===== src/rtl/vga_timing_pkg.sv =====
// Shared types, default 640x480 timing and the genlock window test.
package vga_timing_pkg;

   typedef enum logic {StFree, StLocked} state_e;

   localparam int unsigned DefHActive = 640;
   localparam int unsigned DefHFp     = 16;
   localparam int unsigned DefHSync   = 96;
   localparam int unsigned DefHBp     = 48;
   localparam int unsigned DefVActive = 480;
   localparam int unsigned DefVFp     = 10;
   localparam int unsigned DefVSync   = 2;
   localparam int unsigned DefVBp     = 33;

   // True when v lies within +/-tol of lock_line on the circular 0..v_total-1 line space.
   function automatic logic in_window(input int unsigned v, input int unsigned lock_line,
                                      input int unsigned tol, input int unsigned v_total);
      int unsigned d;
      d = (v >= lock_line) ? (v - lock_line) : (v + v_total - lock_line);
      return (d <= tol) || (d + tol >= v_total);
   endfunction

endpackage


===== src/rtl/sync_region.sv =====
// Active/sync region decode for one axis (horizontal or vertical) of the raster.
module sync_region #(
   parameter int unsigned ACTIVE   = 640,
   parameter int unsigned FRONT    = 16,
   parameter int unsigned SYNC_LEN = 96,
   parameter int unsigned W        = 10
) (
   input  logic [W-1:0] cnt_i,
   output logic         active_o,
   output logic         sync_o
);

   localparam logic [W-1:0] ActiveEnd = W'(ACTIVE);
   localparam logic [W-1:0] SyncFirst = W'(ACTIVE + FRONT);
   localparam logic [W-1:0] SyncLast  = W'(ACTIVE + FRONT + SYNC_LEN - 1);

   // Pure comparator; polarity is applied by the caller
   always_comb begin
      active_o = (cnt_i < ActiveEnd);
      sync_o   = (cnt_i >= SyncFirst) && (cnt_i <= SyncLast);
   end

endmodule


===== src/rtl/vga_timing_gen.sv =====
// VGA raster timing with genlock to an external frame sync and line-buffer read addressing.
module vga_timing_gen
   import vga_timing_pkg::*;
#(
   parameter int unsigned H_ACTIVE  = DefHActive,
   parameter int unsigned H_FP      = DefHFp,
   parameter int unsigned H_SYNC    = DefHSync,
   parameter int unsigned H_BP      = DefHBp,
   parameter int unsigned V_ACTIVE  = DefVActive,
   parameter int unsigned V_FP      = DefVFp,
   parameter int unsigned V_SYNC    = DefVSync,
   parameter int unsigned V_BP      = DefVBp,
   parameter bit          HS_POL    = 1'b0,
   parameter bit          VS_POL    = 1'b0,
   parameter int unsigned PIX_REP   = 1,
   parameter int unsigned ADDR_W    = 14,
   parameter int unsigned LOCK_LINE = 0,
   parameter int unsigned LOCK_TOL  = 2,
   parameter int unsigned MISS_MAX  = 3
) (
   input  logic              CLK,
   input  logic              RST_N,
   input  logic              SYNC,
   input  logic              SYNC_EN,
   output logic              VGA_HS,
   output logic              VGA_VS,
   output logic              VGA_VISIBLE,
   output logic [ADDR_W-1:0] BRAM_ADDR,
   output logic              LOCKED
);

   localparam int unsigned H_TOTAL  = H_ACTIVE + H_FP + H_SYNC + H_BP;
   localparam int unsigned V_TOTAL  = V_ACTIVE + V_FP + V_SYNC + V_BP;
   localparam int unsigned HW       = $clog2(H_TOTAL);
   localparam int unsigned VW       = $clog2(V_TOTAL);
   localparam int unsigned MW       = $clog2(MISS_MAX + 1);
   localparam int unsigned RepShift = (PIX_REP == 2) ? 1 : 0;

   localparam logic [HW-1:0] HLast    = HW'(H_TOTAL - 1);
   localparam logic [VW-1:0] VLast    = VW'(V_TOTAL - 1);
   localparam logic [VW-1:0] VLock    = VW'(LOCK_LINE);
   localparam logic [MW-1:0] MissLast = MW'(MISS_MAX - 1);

   state_e            state_q, state_d;
   logic [HW-1:0]     h_q, h_d;
   logic [VW-1:0]     v_q, v_d;
   logic [MW-1:0]     miss_q, miss_d;
   logic [1:0]        nosync_q, nosync_d;
   logic              seen_q, seen_d;
   logic              sync_q, sync_d;
   logic              hs1_q, hs1_d, vs1_q, vs1_d, vis1_q, vis1_d;
   logic              hs2_q, hs2_d, vs2_q, vs2_d, vis2_q, vis2_d;
   logic [ADDR_W-1:0] addr_q, addr_d;

   logic sync_edge, h_wrap, v_wrap, in_win, load;
   logic h_act, h_sync, v_act, v_sync;

   assign sync_edge = SYNC & ~sync_q;
   assign h_wrap    = (h_q == HLast);
   assign v_wrap    = h_wrap && (v_q == VLast);
   assign in_win    = in_window(32'(v_q), LOCK_LINE, LOCK_TOL, V_TOTAL);

   sync_region #(
      .ACTIVE  (H_ACTIVE),
      .FRONT   (H_FP),
      .SYNC_LEN(H_SYNC),
      .W       (HW)
   ) u_h_region (
      .cnt_i   (h_q),
      .active_o(h_act),
      .sync_o  (h_sync)
   );

   sync_region #(
      .ACTIVE  (V_ACTIVE),
      .FRONT   (V_FP),
      .SYNC_LEN(V_SYNC),
      .W       (VW)
   ) u_v_region (
      .cnt_i   (v_q),
      .active_o(v_act),
      .sync_o  (v_sync)
   );

   // Genlock state machine and raster counter next-state
   always_comb begin
      state_d  = state_q;
      miss_d   = miss_q;
      nosync_d = nosync_q;
      seen_d   = seen_q;
      load     = 1'b0;
      sync_d   = SYNC;
      unique case (state_q)
         StFree: begin
            if (sync_edge && SYNC_EN) begin
               load     = 1'b1;
               miss_d   = '0;
               nosync_d = '0;
               seen_d   = 1'b1;
               state_d  = StLocked;
            end
         end
         StLocked: begin
            if (!SYNC_EN) begin
               state_d = StFree;
            end else if (sync_edge) begin
               nosync_d = '0;
               if (in_win) begin
                  miss_d = '0;
               end else if (miss_q == MissLast) begin
                  load   = 1'b1;
                  miss_d = '0;
               end else begin
                  miss_d = miss_q + 1'b1;
               end
               // An edge on the wrap cycle itself is credited to the frame that just ended
               seen_d = !(v_wrap && !load);
            end else if (v_wrap) begin
               seen_d = 1'b0;
               if (!seen_q) begin
                  nosync_d = nosync_q + 2'd1;
                  if (nosync_q == 2'd1) state_d = StFree;
               end
            end
         end
      endcase

      if (load) begin
         h_d = '0;
         v_d = VLock;
      end else if (h_wrap) begin
         h_d = '0;
         v_d = (v_q == VLast) ? '0 : v_q + 1'b1;
      end else begin
         h_d = h_q + 1'b1;
         v_d = v_q;
      end
   end

   // Output decode; sync/visible take a second stage so they line up with RAM read data
   always_comb begin
      vis1_d = h_act & v_act;
      hs1_d  = h_sync ? HS_POL : ~HS_POL;
      vs1_d  = v_sync ? VS_POL : ~VS_POL;
      addr_d = vis1_d ? {v_q[0], (ADDR_W-1)'(h_q >> RepShift)} : '0;
      hs2_d  = hs1_q;
      vs2_d  = vs1_q;
      vis2_d = vis1_q;
   end

   // State and pipeline registers
   always_ff @(posedge CLK or negedge RST_N) begin
      if (!RST_N) begin
         state_q  <= StFree;
         h_q      <= '0;
         v_q      <= '0;
         miss_q   <= '0;
         nosync_q <= '0;
         seen_q   <= 1'b0;
         sync_q   <= 1'b0;
         hs1_q    <= ~HS_POL;
         vs1_q    <= ~VS_POL;
         vis1_q   <= 1'b0;
         hs2_q    <= ~HS_POL;
         vs2_q    <= ~VS_POL;
         vis2_q   <= 1'b0;
         addr_q   <= '0;
      end else begin
         state_q  <= state_d;
         h_q      <= h_d;
         v_q      <= v_d;
         miss_q   <= miss_d;
         nosync_q <= nosync_d;
         seen_q   <= seen_d;
         sync_q   <= sync_d;
         hs1_q    <= hs1_d;
         vs1_q    <= vs1_d;
         vis1_q   <= vis1_d;
         hs2_q    <= hs2_d;
         vs2_q    <= vs2_d;
         vis2_q   <= vis2_d;
         addr_q   <= addr_d;
      end
   end

   assign VGA_HS      = hs2_q;
   assign VGA_VS      = vs2_q;
   assign VGA_VISIBLE = vis2_q;
   assign BRAM_ADDR   = addr_q;
   assign LOCKED      = (state_q == StLocked);

endmodule


===== config.mk =====
export PLATFORM = sky130hd
export DESIGN_NAME = vga_timing_gen
export DESIGN_NICKNAME = d
export VERILOG_FILES = /design/src/rtl/vga_timing_pkg.sv /design/src/rtl/sync_region.sv /design/src/rtl/vga_timing_gen.sv
export SDC_FILE = /design/constraint.sdc
export NUM_CORES = 1
export LEC_CHECK = 0
export ABC_CLOCK_PERIOD_IN_PS = 2200
export CAP_MARGIN = 20
export CORE_MARGIN = 1.5
export CORE_UTILIZATION = 51
export DETAILED_ROUTE_END_ITERATION = 8
export PLACE_DENSITY_LB_ADDON = 0.05
export SYNTH_ARGS = -nofsm -noshare
export SYNTH_HDL_FRONTEND = slang
export SYNTH_SLANG_ARGS = --single-unit
export TNS_END_PERCENT = 10

===== constraint.sdc =====
create_clock -name CLK -period 2.2 [get_ports CLK]
set_clock_uncertainty 0.15 [all_clocks]
set_input_delay 0.44 -clock CLK [delete_from_list [all_inputs] [get_ports CLK]]
set_output_delay 0.44 -clock CLK [all_outputs]
set_load 0.005 [all_outputs]

==> impl_metrics.tcl <==
set metrics [dict create \
    worst_setup_hold_path_clk_slew_ps 80 \
    critical_path_class "register to register" \
    design.final.nets 276 \
    seqPwrFrac 0.500 \
    detail_route.drc_violations 0 \
    ys_warn_count 0 \
    insertion_delay_ps 290 \
    ant_nets 0 \
    number_of_pins_exceeding_their_max_slew_limit_in_the_final_report 0 \
    violations "setup timing" \
    crit_path_end_kind "register" \
    post_synth_instance_area_um2 2300 \
    grt_antenna_before_repair 0 \
    track_usage 0.197 \
    placed_area_um2 2640 \
    syn-instance-count 225 \
    detailedRoute.firstIterationViolations 56 \
    p_int_uw 1470 \
    die_height_um 70.2 \
    cts.sinks 44 \
    synth_area_per_cell_um2 10.2 \
    rd_place_congestion 0.844 \
    postLayoutSetupSlackWorst_ps -24.6 \
    outcome "finished, violations left" \
    synth_edf_count 0 \
    clock.fmax_ghz 0.450 \
    power.net_switching_uw 498 \
    drtPass1Iterations 4 \
    critical_path.max_fanout 20 \
    worst_hold_path_type "register to register" \
    timing_hold_violations_final 0 \
    ir_drop_worst_vdd_mv 0.566 \
    hold-path-cell-count 0 \
    vias_per_cell 5.41 \
    rows 24 \
    cts_post_setup_buffers_inserted 0 \
    yosysUniqueCellTypes 48 \
    grt_pass1_vias 1676 \
    coreArea_um2 4350 \
    syn2layout_area_growth_pct 22.1 \
    crit_arrival_ps 2260 \
    tritoncts "yes" \
    post_route_cells_drive_above_1_share 0.227 \
    grt_first_pass_wirelength_um 7600 \
    routed_wire_length_per_instance_um 13.7 \
    pwr-share-comb 0.174 \
    p_clk_frac 0.325 \
    layout.filler_cells 352 \
    share_of_async_settable_or_async_resettable_flops_after_synthesis 1.00 \
    ys_ff_latch 44 \
    clock_tree.htree_level_count 2 \
    p_per_area_nw_per_um2 701 \
    fin_area_um2 2810 \
    data_required_time_of_the_critical_path_ps 2230 \
    power_uw 1970 \
    start_util 0.529 \
    grt.overflow.total 0 \
    n_antenna_cell 0 \
    final-setup-viol-count 20 \
    yosysSeqAreaShare 0.480 \
    timing.critical_path.from_type "register" \
    clock_tree.root_cell "clkbuf_8" \
    pin_count_of_the_biggest_net_entering_global_routing 25 \
    dominantRegCellSynth "dfrtp_1" \
    timing.max_cap.violations 0 \
    worst-r2r-cell-count 8 \
    routed_wl_um 4340 \
    timing.reg2reg.setup_slack_ps -20 \
    place.detailed.hpwl_um 3130 \
    power_switching_share 0.252 \
    min_period_over_period 1.01 \
    number_of_buffers_created_by_cts 5 \
    portBuffers 18 \
    grt_setup_unrepaired "true" \
    static-leakage-power_uw 0.00127 \
    cts-root-to-sink-buffers 2 \
    die_area_um2 4930 \
    num_vias 1708 \
    io-pin-count 22 \
    finalWorstPathRequiredPeriod_ps 2220 \
    die_w_um 70.2 \
]
state kept, by name (all words and copies together), names as in the netlist:
signal       count
LOCKED           1
hs1_q            1
VGA_HS           1
vis1_q           1
sync_q           1
v_q             10
seen_q           1
vs1_q            1
VGA_VS           1
nosync_q         2
miss_q           2
h_q             10
BRAM_ADDR       11
VGA_VISIBLE      1
worst max-delay path: stages, from the launching register on:
cell       delay [ps]
dfrtp_2           470
ha_1              210
nor2b_2           160
a2111oi_2         390
a311o_1           200
o21ai_2            80
o221ai_2          190
buf_12            190
nor3_1             70
synthesized netlist by cell type (2+ instances only):
library cell	instances	area, µm²
a21oi_1	6	30.0
and2_1	7	43.8
and3_1	5	31.3
and4_1	2	17.5
buf_2	3	15.0
buf_4	5	37.5
buf_6	6	67.6
dfrtp_1	40	1000
dfstp_2	4	105
ha_1	9	113
inv_1	11	41.3
nand2_1	19	71.3
nand3_1	11	55.1
nand4_1	4	25.0
nor2_1	20	75.1
nor2b_1	2	12.5
nor3_1	19	95.1
o21ai_0	3	15.0
o41ai_1	2	17.5
or3_1	2	12.5
xnor2_1	10	87.6
xor2_1	9	78.8
stage by stage:
step	setup slack (ps)	std cells	setup TNS (ps)	hold WS, ps	utilization
2_1_floorplan	105	227	0	-5.59	-
3_3_place_gp	-133	307	-2510	185	0.606
3_5_place_dp	-173	307	-3180	197	0.606
4_1_cts	7.57	316	0	209	0.641
5_1_grt	-105	316	-1980	217	0.646
6_report	-24.6	316	-276	208	0.646
metal layers:
metal  share of wire  wire [µm]  global-route usage
met5               0          0                   0
met4           0.013         55              0.0812
met3           0.026        113              0.0361
met2            0.49       2110               0.316
met1            0.48       2070               0.264
cell families (layout without fill, tap and decap cells):
group / count (synthesis) / count (layout) / share of synthesized area
flops: 44 / 44 / 0.480
buf+inv: 26 / 63 / 0.0717
compound gates: 23 / 23 / 0.0766
other cells: 1 / 3 / 0.00163
xor+xnor: 19 / 19 / 0.0722
fa+ha+maj: 9 / 9 / 0.0489
simple gates: 103 / 103 / 0.249
power groups by stage:
stage / combinational, µW / clock [µW] / sequential (µW)
after detailed placement: 334 / 0 / 1000
final: 344 / 642 / 987
after floorplan: 178 / 0 / 992
after global routing: 381 / 702 / 1000
after CTS: 340 / 659 / 987
after global placement: 327 / 0 / 995
area by class of cell:
cell class | instances | area (µm²) | share of cell area
clock inverter | 2 | 38.8 | 0.0138
tap | 52 | 65.1 | 0.0231
sequential | 44 | 1110 | 0.394
clock buffer | 6 | 82.6 | 0.0294
multi-input combinational | 157 | 1080 | 0.384
timing repair buffer | 44 | 398 | 0.141
inverter | 11 | 41.3 | 0.0147
placed cells by master (no fill, tap or decap), types with 2 or more instances in the layout:
cell type	netlist	routed
o21ai_0	3	2
or3_1	2	2
clkbuf_8	0	6
and3_1	5	4
buf_12	0	2
and2_1	7	7
buf_4	5	23
nand2_1	19	19
xnor2_1	10	10
clkdlybuf4s50_1	0	17
inv_1	11	10
o21ai_1	1	2
and4_2	1	2
xor2_1	9	9
conb_1	1	3
nor2_1	20	20
nor3_2	1	3
a21oi_1	6	6
nand4_1	4	4
dfrtp_1	40	39
ha_1	9	8
nand3_1	11	11
dfstp_2	4	4
nor3_1	19	17
what timing repair did:
item / in CTS / in global routing
setup endpoints to repair: 22 / 23
resized for setup: 7 / 6
pin swaps: 1 / 1
hold endpoints to repair: 20 / 0
hold buffers: 1 / 0
path summary, 6_finish.rpt:
path                                end  startpoint
setup / recovery                 h_q[5]      v_q[1]
hold / removal                   VGA_VS       vs1_q
setup reg to reg                 h_q[5]      v_q[1]
hold reg to reg                  VGA_VS       vs1_q
max in group asynchronous        VGA_VS       RST_N
min in group asynchronous  BRAM_ADDR[7]       RST_N
Power figures use the tool's default switching activity.
